==> src/rtl/register_file_pkg.sv <==
// Shared widths for the architectural register file and its rename table.
package register_file_pkg;
    localparam int unsigned ROB_WIDTH_BIT = 4;
    localparam int unsigned REG_ID_BIT    = 5;
    localparam int unsigned REG_NUM       = 32;
    localparam int unsigned DATA_BIT      = 32;

    // Register 0 is hard-wired zero, so an id of 0 means "no register".
    function automatic logic is_live_reg(input logic [REG_ID_BIT-1:0] id);
        return id != '0;
    endfunction
endpackage

==> src/rtl/register_file_operand_resolve.sv <==
// Picks one source operand: zero reg, stored value, same-cycle commit, ROB forward, or tag.
module reg_operand_resolve
    import register_file_pkg::*;
#(
    parameter int unsigned ROB_SIZE_BIT = ROB_WIDTH_BIT
) (
    input  logic [REG_ID_BIT-1:0]   reg_id,
    input  logic [DATA_BIT-1:0]     reg_val,
    input  logic                    has_dep,
    input  logic [ROB_SIZE_BIT-1:0] dep,
    input  logic                    commit_valid,
    input  logic [REG_ID_BIT-1:0]   commit_reg_id,
    input  logic [ROB_SIZE_BIT-1:0] commit_rob_id,
    input  logic [DATA_BIT-1:0]     commit_val,
    input  logic                    rob_ready,
    input  logic [DATA_BIT-1:0]     rob_value,
    output logic [DATA_BIT-1:0]     val,
    output logic                    pending,
    output logic [ROB_SIZE_BIT-1:0] pending_dep
);
    always_comb begin
        val         = '0;
        pending     = 1'b0;
        pending_dep = '0;
        if (!is_live_reg(reg_id)) begin
            val = '0;
        end else if (!has_dep) begin
            val = reg_val;
        end else if (commit_valid && commit_reg_id == reg_id && commit_rob_id == dep) begin
            val = commit_val;
        end else if (rob_ready) begin
            val = rob_value;
        end else begin
            pending     = 1'b1;
            pending_dep = dep;
        end
    end
endmodule

==> src/rtl/register_file.sv <==
// Architectural registers plus rename table; answers two decoder operand lookups.
module register_file
    import register_file_pkg::*;
#(
    parameter int unsigned ROB_SIZE_BIT = ROB_WIDTH_BIT
) (
    input  logic                    clk_in,
    input  logic                    rst_in,
    input  logic                    rdy_in,
    input  logic                    clear,
    input  logic [REG_ID_BIT-1:0]   set_reg_id,
    input  logic [DATA_BIT-1:0]     set_val,
    input  logic [ROB_SIZE_BIT-1:0] set_reg_on_rob_id,
    input  logic [REG_ID_BIT-1:0]   set_dep_reg_id,
    input  logic [ROB_SIZE_BIT-1:0] set_dep_rob_id,
    input  logic [REG_ID_BIT-1:0]   get_reg_1,
    input  logic [REG_ID_BIT-1:0]   get_reg_2,
    output logic [DATA_BIT-1:0]     get_val_1,
    output logic [DATA_BIT-1:0]     get_val_2,
    output logic                    get_has_dep_1,
    output logic                    get_has_dep_2,
    output logic [ROB_SIZE_BIT-1:0] get_dep_1,
    output logic [ROB_SIZE_BIT-1:0] get_dep_2,
    output logic [ROB_SIZE_BIT-1:0] get_rob_id1,
    output logic [ROB_SIZE_BIT-1:0] get_rob_id2,
    input  logic                    rob_value1_ready,
    input  logic [DATA_BIT-1:0]     rob_value1,
    input  logic                    rob_value2_ready,
    input  logic [DATA_BIT-1:0]     rob_value2
);
    logic [DATA_BIT-1:0]     regs    [REG_NUM];
    logic [ROB_SIZE_BIT-1:0] dep     [REG_NUM];
    logic [REG_NUM-1:0]      has_dep;
    logic                    commit_valid;
    logic                    rename_valid;

    assign commit_valid = rdy_in && !clear && is_live_reg(set_reg_id);
    assign rename_valid = rdy_in && !clear && is_live_reg(set_dep_reg_id);

    // Rename is applied after commit so it wins on the dependency fields.
    always_ff @(posedge clk_in or negedge rst_in) begin
        if (!rst_in) begin
            for (int i = 0; i < int'(REG_NUM); i++) begin
                regs[i] <= '0;
                dep[i]  <= '0;
            end
            has_dep <= '0;
        end else if (rdy_in) begin
            if (clear) begin
                for (int i = 0; i < int'(REG_NUM); i++) begin
                    dep[i] <= '0;
                end
                has_dep <= '0;
            end else begin
                if (commit_valid) begin
                    regs[set_reg_id] <= set_val;
                    if (has_dep[set_reg_id] && dep[set_reg_id] == set_reg_on_rob_id) begin
                        has_dep[set_reg_id] <= 1'b0;
                    end
                end
                if (rename_valid) begin
                    has_dep[set_dep_reg_id] <= 1'b1;
                    dep[set_dep_reg_id]     <= set_dep_rob_id;
                end
            end
        end
    end

    assign get_rob_id1 = dep[get_reg_1];
    assign get_rob_id2 = dep[get_reg_2];

    reg_operand_resolve #(.ROB_SIZE_BIT(ROB_SIZE_BIT)) u_resolve_1 (
        .reg_id        (get_reg_1),
        .reg_val       (regs[get_reg_1]),
        .has_dep       (has_dep[get_reg_1]),
        .dep           (dep[get_reg_1]),
        .commit_valid  (commit_valid),
        .commit_reg_id (set_reg_id),
        .commit_rob_id (set_reg_on_rob_id),
        .commit_val    (set_val),
        .rob_ready     (rob_value1_ready),
        .rob_value     (rob_value1),
        .val           (get_val_1),
        .pending       (get_has_dep_1),
        .pending_dep   (get_dep_1)
    );

    reg_operand_resolve #(.ROB_SIZE_BIT(ROB_SIZE_BIT)) u_resolve_2 (
        .reg_id        (get_reg_2),
        .reg_val       (regs[get_reg_2]),
        .has_dep       (has_dep[get_reg_2]),
        .dep           (dep[get_reg_2]),
        .commit_valid  (commit_valid),
        .commit_reg_id (set_reg_id),
        .commit_rob_id (set_reg_on_rob_id),
        .commit_val    (set_val),
        .rob_ready     (rob_value2_ready),
        .rob_value     (rob_value2),
        .val           (get_val_2),
        .pending       (get_has_dep_2),
        .pending_dep   (get_dep_2)
    );
endmodule

==> config.mk <==
export PLATFORM = sky130hd
export DESIGN_NAME = register_file
export DESIGN_NICKNAME = d
export VERILOG_FILES = /design/src/rtl/register_file_pkg.sv /design/src/rtl/register_file_operand_resolve.sv /design/src/rtl/register_file.sv
export SDC_FILE = /design/constraint.sdc
export NUM_CORES = 2
export LEC_CHECK = 0
export ABC_CLOCK_PERIOD_IN_PS = 3100
export BUFFER_PORTS_ARGS = -buffer_cell sky130_fd_sc_hd__buf_2
export CORE_MARGIN = 4
export CORE_UTILIZATION = 40
export DETAILED_ROUTE_END_ITERATION = 12
export HOLD_SLACK_MARGIN = 0.08
export MAX_ROUTING_LAYER = met4
export SETUP_SLACK_MARGIN = 0.15
export SLEW_MARGIN = 20
export SYNTH_ARGS = -nofsm -noshare
export SYNTH_HDL_FRONTEND = slang
export SYNTH_SLANG_ARGS = --single-unit
==> constraint.sdc <==
create_clock -name clk_in -period 3.1 [get_ports clk_in]
set_input_delay 0.31 -clock clk_in [delete_from_list [all_inputs] [get_ports clk_in]]
set_output_delay 0.31 -clock clk_in [all_outputs]
set_load 0.005 [all_outputs]
==> results.md <==
* Status: finished, violations left
* Violated checks: negative setup slack
* CTS tree: yes
* Syn avg cell area at 13.8 sq um
* Vias in the first global route at 50952
* Ports at 212
* Clk_skew at 38.4 ps
* Most frequent cells in the layout: dfrtp_1 (1183), mux2_2 (1025), mux4_2 (633), buf_4 (485), nand2_1 (262)
* Setup crit start kind: flop
* Initial DRC count at 5510
* First-pass GRT wire length at 368 mm
* PD cells at 535 nW/um^2
* Fillcell total at 14314
* Routed vias/inst at 6.50
* Skew-Pair Late Insertion Delay at 800 ps
* Period utilisation layout at 1.36
* Floorplan row count at 150
* DRT Pass-1 Iters at 5
* Number of remaining DRC errors at 0
* Dpl hpwl at 162 mm
* Worst-path fanout max at 31
* TritonCTS Buffers at 138
* Synth Flop Type: dfrtp_1
* Area of the multi-input gates at 37100 sq um
* Largest net degree at the start of global routing at 128
* RSZ-0062 raised after global routing: true
* Most common cell after layout, fill and taps aside: dfrtp_1
* Leakage at 36.3 nW
* Register Area at 29600 sq um
* Syn_nets at 5047
* Initial Util at 0.404
* Area grow syn2layout at 22.4%
* Max Used Layer: met4
* Fin. Hold Viols at 0
* Core area at 168000 sq um
* CP Capture Type: primary output
* Metal3 WL at 19.0 mm
* Layout cells sized above 1 at 0.549
* Via Count at 50080
* H-tree depth at 4
* Max-capacitance violation count at 0
* Clk root buf: clkbuf_16
* Power, Total at 0.0443 W
* Peak VDD IR at 0.627 mV
* FF+latch count, synth at 1184
* Relative slew slack at 0.262
* Setup CP Type: flop to primary output
* Crit path required time at 2790 ps
* Worst Hold Class: primary input to flop
* Setup ws final at -1130 ps
* Asr flop ratio synth at 1.00
* PortBufs at 211
* Post-synth cell types at 61
* Die height at 419 um
* Post-route ant nets at 0
* Number of synthesized flops with an enable pin at 0
* Die footprint at 176000 sq um
* Actual transition at the worst max-transition pin at 1100 ps
* Met2 WL at 117 mm
* Die X at 419 um
* DP Cell Count at 7367
* Wire length per cell at 33.1 um
* CP arrival at 3920 ps
* Setup violations, final at 78
* Post-Route WL at 255 mm
* Initial antenna violation count at 4
* Seq/Total Area, Yosys at 0.438
* Clock slew at reported path FFs at 60 ps
* Gr usage total at 0.296
* Total Nets Final at 5518
* CTS sink cnt at 1184
* Final Non-Filler Cells at 7699
* Remaining Overflow, GRT at 0
* Cells after synthesis at 4917
* Post-layout minimum cycle time at 4230 ps
* Max-slew violations at 0
* F_max at 236 MHz
* Clk buf depth at 3
* Post-Syn Area at 67700 sq um
* FF-to-FF setup slack at 170 ps
* YS warnings at 0
* GP Congestion at 1.01
* Post-Route M1 WL at 100 mm
layer usage:
metal / global-route usage / vias up
li1: - / 20044
met1: 0.378 / 26806
met2: 0.447 / 2496
met3: 0.0540 / 734
met4: 0.170 / 0
met5: - / -
synthesized netlist by cell type (all sizes together) (4+ instances only):
cell    instances  area [sq um]
a211oi         64           480
a21oi          39           195
a221oi         41           359
a22o           16           140
a22oi          43           323
a311oi         26           228
a31o           15           131
a31oi          38           244
a32o           38           380
a41oi          65           569
and2           45           282
and3            6          37.5
and3b           4          35.0
buf           187           997
clkbuf        383          1440
dfrtp        1184         29600
inv            25          93.8
mux2         1028         11600
mux2i         188          1880
mux4          633         14300
nand2         280          1050
nand2b         12          75.1
nand3          63           315
nand3b          5          37.5
nand4          20           125
nor2          136           510
nor2b           9          56.3
nor3           46           230
nor3b          10          75.1
nor4            4          37.5
o21ai         153           766
o221ai          6          52.6
o22ai          19           125
o41ai          32           505
or2             7          43.8
or3             7          43.8
or3b            4          35.0
xnor2          10          95.1
xor2           13           114
final cells by class:
type / instances / share of cell area
Antenna cell: 5 / 0.000151
Clock buffer: 191 / 0.0476
Clock inverter: 51 / 0.00858
Inverter: 26 / 0.00130
Multi-Input combinational cell: 3137 / 0.448
Sequential cell: 1184 / 0.358
Tap cell: 2204 / 0.0333
Timing Repair Buffer: 901 / 0.103
final timing paths:
check                           start            end  cells after the start
max in group asynchronous      rst_in      regs[977]                      4
setup / recovery              dep[96]  get_val_2[28]                     11
hold reg to reg            regs[1017]     regs[1017]                      0
min in group asynchronous      rst_in      regs[782]                      3
hold / removal                 rdy_in        dep[94]                      3
setup reg to reg              dep[94]    has_dep[12]                      9
sequential cells by signal (all words and copies together) (netlist names):
signal	cells
regs	1024
dep	128
has_dep	32
through the flow:
step	hold slack, ps	setup TNS (ps)	cell area [sq um]	util	worst slack (ps)
after floorplan	14.4	0	68100	-	130
after global placement	248	-44610	75700	0.452	-927
after detailed placement	250	-43670	75700	0.452	-890
after CTS	122	-73190	82000	0.490	-1110
after global routing	164	-78810	82800	0.494	-1180
final	183	-73870	82800	0.494	-1130
cell families (layout without fill, tap and decap cells):
logic type      Yosys count  count (layout)  share of synthesized area
flops                  1184            1184                      0.438
xor+xnor                 23              23                    0.00309
buf+inv                 596            1169                     0.0374
other cells               0               5                          0
mux                    1849            1849                      0.409
compound gates          605             605                     0.0678
simple gates            660             660                     0.0444
report_power, final:
part           leakage [nW]  internal [W]  total, W  switching [W]
combinational          18.1       0.00474   0.00894        0.00420
sequential             15.9        0.0172    0.0185        0.00129
clock                  2.29       0.00974    0.0168        0.00707
total                  36.3        0.0317    0.0443         0.0126
what timing repair did:
action / in CTS / in global routing
endpoints found under the hold margin: 923 / 0
gates cloned: 8 / 2
pin swaps: 63 / 34
hold buffers: 16 / 0
setup buffers: 36 / 24
resized for setup: 177 / 86
endpoints found under the setup margin: 82 / 82
worst max-delay path: stages, from the launching register on:
cell,delay [ps]
dfrtp_1,410
buf_6,130
mux4_2,460
mux2_4,310
a221oi_4,340
buf_4,180
o21a_4,170
or3b_4,180
buf_16,240
o41ai_2,110
a211oi_2,370
buf_2,200
No activity file was read; power rests on OpenSTA's default activity.
